[src/rtl/cache_pkg.sv]
// Shared types and default geometry for the N-way cache controller.
package cache_pkg;
  localparam int DEF_WAYS = 4;
  localparam int DEF_SETS = 16;

  typedef enum logic [1:0] {
    ST_IDLE,
    ST_COMPARE,
    ST_WB,
    ST_FILL
  } state_t;
endpackage

[src/rtl/nway_victim_select.sv]
// Replacement choice: lowest invalid way, otherwise the oldest way (age WAYS-1).
module nway_victim_select #(
  parameter int WAYS = 4,
  localparam int WAY_W = $clog2(WAYS)
) (
  input  logic [WAYS-1:0]            valid_vec,
  input  logic [WAYS-1:0][WAY_W-1:0] ages,
  output logic [WAY_W-1:0]           victim
);
  always_comb begin
    victim = '0;
    for (int i = WAYS - 1; i >= 0; i--)
      if (ages[i] == WAY_W'(WAYS - 1)) victim = WAY_W'(i);
    // Invalid ways override the LRU pick; descending loop leaves the lowest index.
    for (int i = WAYS - 1; i >= 0; i--)
      if (!valid_vec[i]) victim = WAY_W'(i);
  end
endmodule

[src/rtl/nway_cache_ctrl.sv]
// N-way set-associative cache controller: hit/miss sequencing, writeback/fill handshake and per-set LRU ages.
module nway_cache_ctrl
  import cache_pkg::*;
#(
  parameter int WAYS = DEF_WAYS,
  parameter int SETS = DEF_SETS,
  localparam int IDX_W = $clog2(SETS),
  localparam int WAY_W = $clog2(WAYS)
) (
  input  logic             clk,
  input  logic             rst_n,
  input  logic             req_valid,
  input  logic             req_write,
  input  logic [IDX_W-1:0] req_index,
  output logic             req_ready,
  input  logic [WAYS-1:0]  hit_vec,
  input  logic [WAYS-1:0]  valid_vec,
  input  logic [WAYS-1:0]  dirty_vec,
  output logic             resp_valid,
  output logic [WAY_W-1:0] way_sel,
  output logic             data_we,
  output logic             tag_we,
  output logic             set_valid,
  output logic             set_dirty,
  output logic             clr_dirty,
  output logic             mem_req_valid,
  output logic             mem_req_write,
  input  logic             mem_ack,
  output logic             multi_hit_err
);
  state_t state, state_d;

  logic                              write_q;
  logic [IDX_W-1:0]                  idx_q;
  logic [WAY_W-1:0]                  victim_q;
  logic [SETS-1:0][WAYS-1:0][WAY_W-1:0] age;

  logic [WAYS-1:0]  qual;
  logic             any_hit, multi;
  logic [WAY_W-1:0] hit_way, victim;

  assign qual    = hit_vec & valid_vec;
  assign any_hit = |qual;
  assign multi   = |(qual & (qual - WAYS'(1)));

  always_comb begin
    hit_way = '0;
    for (int i = WAYS - 1; i >= 0; i--)
      if (qual[i]) hit_way = WAY_W'(i);
  end

  nway_victim_select #(.WAYS(WAYS)) u_victim (
    .valid_vec (valid_vec),
    .ages      (age[idx_q]),
    .victim    (victim)
  );

  always_ff @(posedge clk) begin
    if (!rst_n) begin
      state         <= ST_IDLE;
      write_q       <= 1'b0;
      idx_q         <= '0;
      victim_q      <= '0;
      multi_hit_err <= 1'b0;
      for (int s = 0; s < SETS; s++)
        for (int w = 0; w < WAYS; w++)
          age[s][w] <= WAY_W'(w);
    end else begin
      state <= state_d;
      if (state == ST_IDLE && req_valid) begin
        write_q <= req_write;
        idx_q   <= req_index;
      end
      if (state == ST_COMPARE && !any_hit) victim_q <= victim;
      if (state == ST_COMPARE && multi) multi_hit_err <= 1'b1;
      // Ages only move on a hit; a miss is accounted for by the re-lookup hit after fill.
      if (state == ST_COMPARE && any_hit) begin
        for (int w = 0; w < WAYS; w++) begin
          if (WAY_W'(w) == hit_way)
            age[idx_q][w] <= '0;
          else if (age[idx_q][w] < age[idx_q][hit_way])
            age[idx_q][w] <= age[idx_q][w] + WAY_W'(1);
        end
      end
    end
  end

  assign req_ready = (state == ST_IDLE);

  always_comb begin
    state_d       = state;
    resp_valid    = 1'b0;
    way_sel       = '0;
    data_we       = 1'b0;
    tag_we        = 1'b0;
    set_valid     = 1'b0;
    set_dirty     = 1'b0;
    clr_dirty     = 1'b0;
    mem_req_valid = 1'b0;
    mem_req_write = 1'b0;
    case (state)
      ST_IDLE: if (req_valid) state_d = ST_COMPARE;
      ST_COMPARE: begin
        if (any_hit) begin
          way_sel    = hit_way;
          resp_valid = 1'b1;
          data_we    = write_q;
          set_dirty  = write_q;
          state_d    = ST_IDLE;
        end else begin
          state_d = (valid_vec[victim] && dirty_vec[victim]) ? ST_WB : ST_FILL;
        end
      end
      ST_WB: begin
        mem_req_valid = 1'b1;
        mem_req_write = 1'b1;
        way_sel       = victim_q;
        if (mem_ack) begin
          clr_dirty = 1'b1;
          state_d   = ST_FILL;
        end
      end
      ST_FILL: begin
        mem_req_valid = 1'b1;
        way_sel       = victim_q;
        if (mem_ack) begin
          data_we   = 1'b1;
          tag_we    = 1'b1;
          set_valid = 1'b1;
          state_d   = ST_COMPARE;
        end
      end
      default: state_d = ST_IDLE;
    endcase
  end
endmodule

[config.mk]
export PLATFORM = sky130hd
export DESIGN_NAME = nway_cache_ctrl
export DESIGN_NICKNAME = d
export VERILOG_FILES = /design/src/rtl/cache_pkg.sv /design/src/rtl/nway_victim_select.sv /design/src/rtl/nway_cache_ctrl.sv
export SDC_FILE = /design/constraint.sdc
export NUM_CORES = 1
export LEC_CHECK = 0
export CELL_PAD_IN_SITES_DETAIL_PLACEMENT = 0
export CELL_PAD_IN_SITES_GLOBAL_PLACEMENT = 2
export CORE_AREA = 5 5 169 139
export DETAILED_ROUTE_END_ITERATION = 6
export DIE_AREA = 0 0 174 144
export GPL_TIMING_DRIVEN = 0
export HOLD_SLACK_MARGIN = 0.1
export PLACE_DENSITY_LB_ADDON = 0.1
export SYNTH_ARGS = -nofsm -noshare
export SYNTH_HDL_FRONTEND = slang
export SYNTH_SLANG_ARGS = --single-unit
[constraint.sdc]
create_clock -name clk -period 4.5 [get_ports clk]
set_input_delay 0.9 -clock clk [delete_from_list [all_inputs] [get_ports clk]]
set_output_delay 0.9 -clock clk [all_outputs]
set_load 0.05 [all_outputs]
==> results.sh <==
export IMPL_status="finished clean"
export IMPL_grt_usage=0.198
export IMPL_cts_buffers=17
export IMPL_finalCriticalPeriod_ps=4410
export IMPL_wl_per_cell_um=22.2
export IMPL_power_switching_uw=876
export IMPL_power_uw=3180
export IMPL_htree_levels=4
export IMPL_synth_ff_type="dfxtp_1"
export IMPL_grt_max_degree=20
export IMPL_core_area_sq_um=21800
export IMPL_cap_violations=0
export IMPL_routed_wl_met2_um=10800
export IMPL_layout_common_cells="dfxtp_1 (137), mux2i_1 (126), nand2_1 (105)"
export IMPL_design_area_sq_um=8960
export IMPL_tightest_slew_ps=1350
export IMPL_register_area_sq_um=2760
export IMPL_drtAntennaViolNets=0
export IMPL_vdd_ir_drop_worst_mv=0.156
export IMPL_multi_input_area_sq_um=4530
export IMPL_whs_path_depth=2
export IMPL_synth_cell_type_count=67
export IMPL_cts_tree="built"
export IMPL_io_pins=33
export IMPL_grt_pass1_vias=6229
export IMPL_antenna_found_initial=0
export IMPL_totalWireLength_um=24800
export IMPL_fin_ws_ps=91.3
export IMPL_cts_buffer_depth=2
export IMPL_slowest_stage="mux4_2"
export IMPL_drv_slew=0
export IMPL_hold_slack_ps=457
export IMPL_fin_cells=1116
export IMPL_worstPathArrival_ps=4720
export IMPL_syn_area_per_cell_sq_um=9.80
export IMPL_placed_area_sq_um=8260
export IMPL_leakage_uw=0.00351
export IMPL_p_seq_frac=0.390
export IMPL_vias=6201
export IMPL_postCtsSetupBuffers=0
export IMPL_drt_iter0_markers=455
export IMPL_area_growth_pct=17.8
export IMPL_fillerInstances=2152
export IMPL_die_w_um=174
export IMPL_relSlewSlack=0.102
export IMPL_pwr_share_clk=0.470
export IMPL_ys_seq_area_frac=0.363
export IMPL_gp_congestion=0.810
export IMPL_syn_area_sq_um=7610
export IMPL_insertion_delay_ps=430
export IMPL_drc=0
export IMPL_hpwl_um=18600
export IMPL_crit_path_frequent_cell="mux4_2"
export IMPL_num_rows=49
export IMPL_start_util=0.348
export IMPL_clk_pin_slew_ps=70
export IMPL_synthTopCellsByArea="dfxtp_1 (36%), mux2i_1 (17%), mux4_2 (10%)"
export IMPL_dieHeight_um=144
export IMPL_antennaDiodeCount=0
export IMPL_portBuffers=30
export IMPL_synth_top_cell_area_share=0.363
export IMPL_synth_edf_count=0
export IMPL_yosysWarnings=0
export IMPL_setup_viol=0
export IMPL_worstPathMaxFanout=10
export IMPL_cp_end_kind="flop"
export IMPL_via_per_inst=5.56
export IMPL_dpl_cell_count=1086
export IMPL_power_frac_comb=0.140
export IMPL_p_int_uw=2310
export IMPL_syn_inst=776
export IMPL_dieArea_sq_um=25100
export IMPL_drive_gt1_frac=0.189
export IMPL_cp_cell_sequence="buf_6, buf_8, mux4_2, mux4_2, a22o_1, a221oi_4, ha_2, a31o_2, nor4_1, a21boi_1, a311o_1"
export IMPL_cellPowerDensity_nw_per_um2=355
export IMPL_synth_top_area_cell="dfxtp_1"
export IMPL_rsz0062_at_grt="false"
export IMPL_met1_length_um=12500
export IMPL_cpPeakStageDelay_ps=560
export IMPL_ys_seq_elements=138
export IMPL_final_common_cell="dfxtp_1"
export IMPL_nets=857
export IMPL_cts_root_buf="clkbuf_16"
export IMPL_maxUsedRoutingLayer="met4"
export IMPL_path_class="flop to flop"
export IMPL_hold_violations=0
export IMPL_dr_pass1_iters=7
export IMPL_crit_required_ps=4810
export IMPL_grt_first_pass_wirelength_um=37400
export IMPL_startpoint_type="flop"
export IMPL_place_ws_ps=-1670
export IMPL_fmax_ghz=0.227
export IMPL_cts_sinks=138
export IMPL_ff2ff_path_depth=11
export IMPL_swShare=0.275
export IMPL_async_flop_share=0
export IMPL_met3WireLength_um=998
export IMPL_finClkSkew_ps=14.5
export IMPL_synth_fp_nets=809
export IMPL_hp_class="flop to flop"
export IMPL_post_route_period_util=0.980
export IMPL_grt_overflow_total=0
==> synth_stat cells (3+ instances only) <==
cell / n
o41ai_1: 8
and3_1: 4
inv_1: 11
buf_1: 6
o21ai_1: 13
nand4_1: 4
nor3_2: 6
nand2_1: 105
a22oi_1: 5
a311o_1: 3
a21boi_1: 3
nand2b_1: 5
mux4_2: 34
nor2b_1: 4
o21ai_2: 20
o211ai_1: 4
nor3_1: 10
a21oi_1: 15
buf_6: 8
ha_1: 12
mux2i_1: 126
or2_2: 4
buf_2: 12
dfxtp_1: 138
nor3_4: 10
nor2_1: 79
and2_1: 5
a22o_1: 5
nand3_1: 30
a211o_1: 3
clkbuf_1: 28
o21ai_0: 10
nor4_1: 3
==> power groups by stage <==
| stage | Combinational, uW | Clock [uW] | Sequential (uW) |
|---|---|---|---|
| floorplan | 288 | 0 | 1270 |
| global placement | 431 | 0 | 1270 |
| detailed placement | 433 | 0 | 1270 |
| CTS | 438 | 1520 | 1240 |
| global route | 476 | 1570 | 1240 |
| finish | 446 | 1500 | 1240 |
==> metrics by stage <==
stage / TNS, ps / utilization
after floorplan: 0 / -
after detailed placement: -171700 / 0.378
after CTS: 0 / 0.408
final: 0 / 0.410
after global placement: -171070 / 0.378
after global routing: 0 / 0.410
==> worst max-delay path: cells and delay by family (launching register included) <==
family / cells / cell delay [ps]
fa+ha+maj: 1 / 390
flops: 1 / 450
buf+inv: 2 / 460
compound gates: 5 / 1340
simple gates: 1 / 540
mux: 2 / 1100
==> layer usage <==
layer	global-route usage	up-vias
li1	-	2919
met1	0.290	3081
met2	0.305	169
met3	0.0348	32
met4	0.0525	0
met5	0	-
==> state kept, by name (all words and copies together), names as in the netlist <==
name           flops
age              128
idx_q              4
multi_hit_err      1
state              2
victim_q           2
write_q            1
==> cell type report <==
class / count / share of cell area
multi-input cells: 567 / 0.506
inverters: 13 / 0.00545
clock buffers: 20 / 0.0499
clock inverters: 11 / 0.0191
repair buffers: 30 / 0.0335
plain buffers: 57 / 0.0387
flip-flops and latches: 138 / 0.309
well taps: 280 / 0.0391
==> timing repair <==
item / in CTS / in global routing
setup endpoints to repair: 129 / 76
hold buffers: 0 / 0
hold endpoints to repair: 0 / 0
gates resized for setup: 19 / 15
pin swaps: 0 / 0
==> logic make-up after synthesis <==
logic type / after synthesis / synth area share
AND/OR/NAND/NOR: 280 / 0.183
flip-flops: 138 / 0.363
buffers and inverters: 71 / 0.0489
adder cells (fa/ha/maj): 12 / 0.0197
AO/OA/AOI/OAI: 113 / 0.115
multiplexers: 162 / 0.270
==> final timing paths <==
kind / to / slack (ps) / startpoint
worst max-delay path: age[5]$_SDFFE_PN1P_ / 90 / idx_q[0]$_SDFFE_PN0P_
worst min register to register: age[83]$_SDFFE_PN0P_ / 460 / age[83]$_SDFFE_PN0P_
worst max register to register: age[5]$_SDFFE_PN1P_ / 90 / idx_q[0]$_SDFFE_PN0P_
worst min-delay path: age[83]$_SDFFE_PN0P_ / 460 / age[83]$_SDFFE_PN0P_
Power figures use the tool's default switching activity.
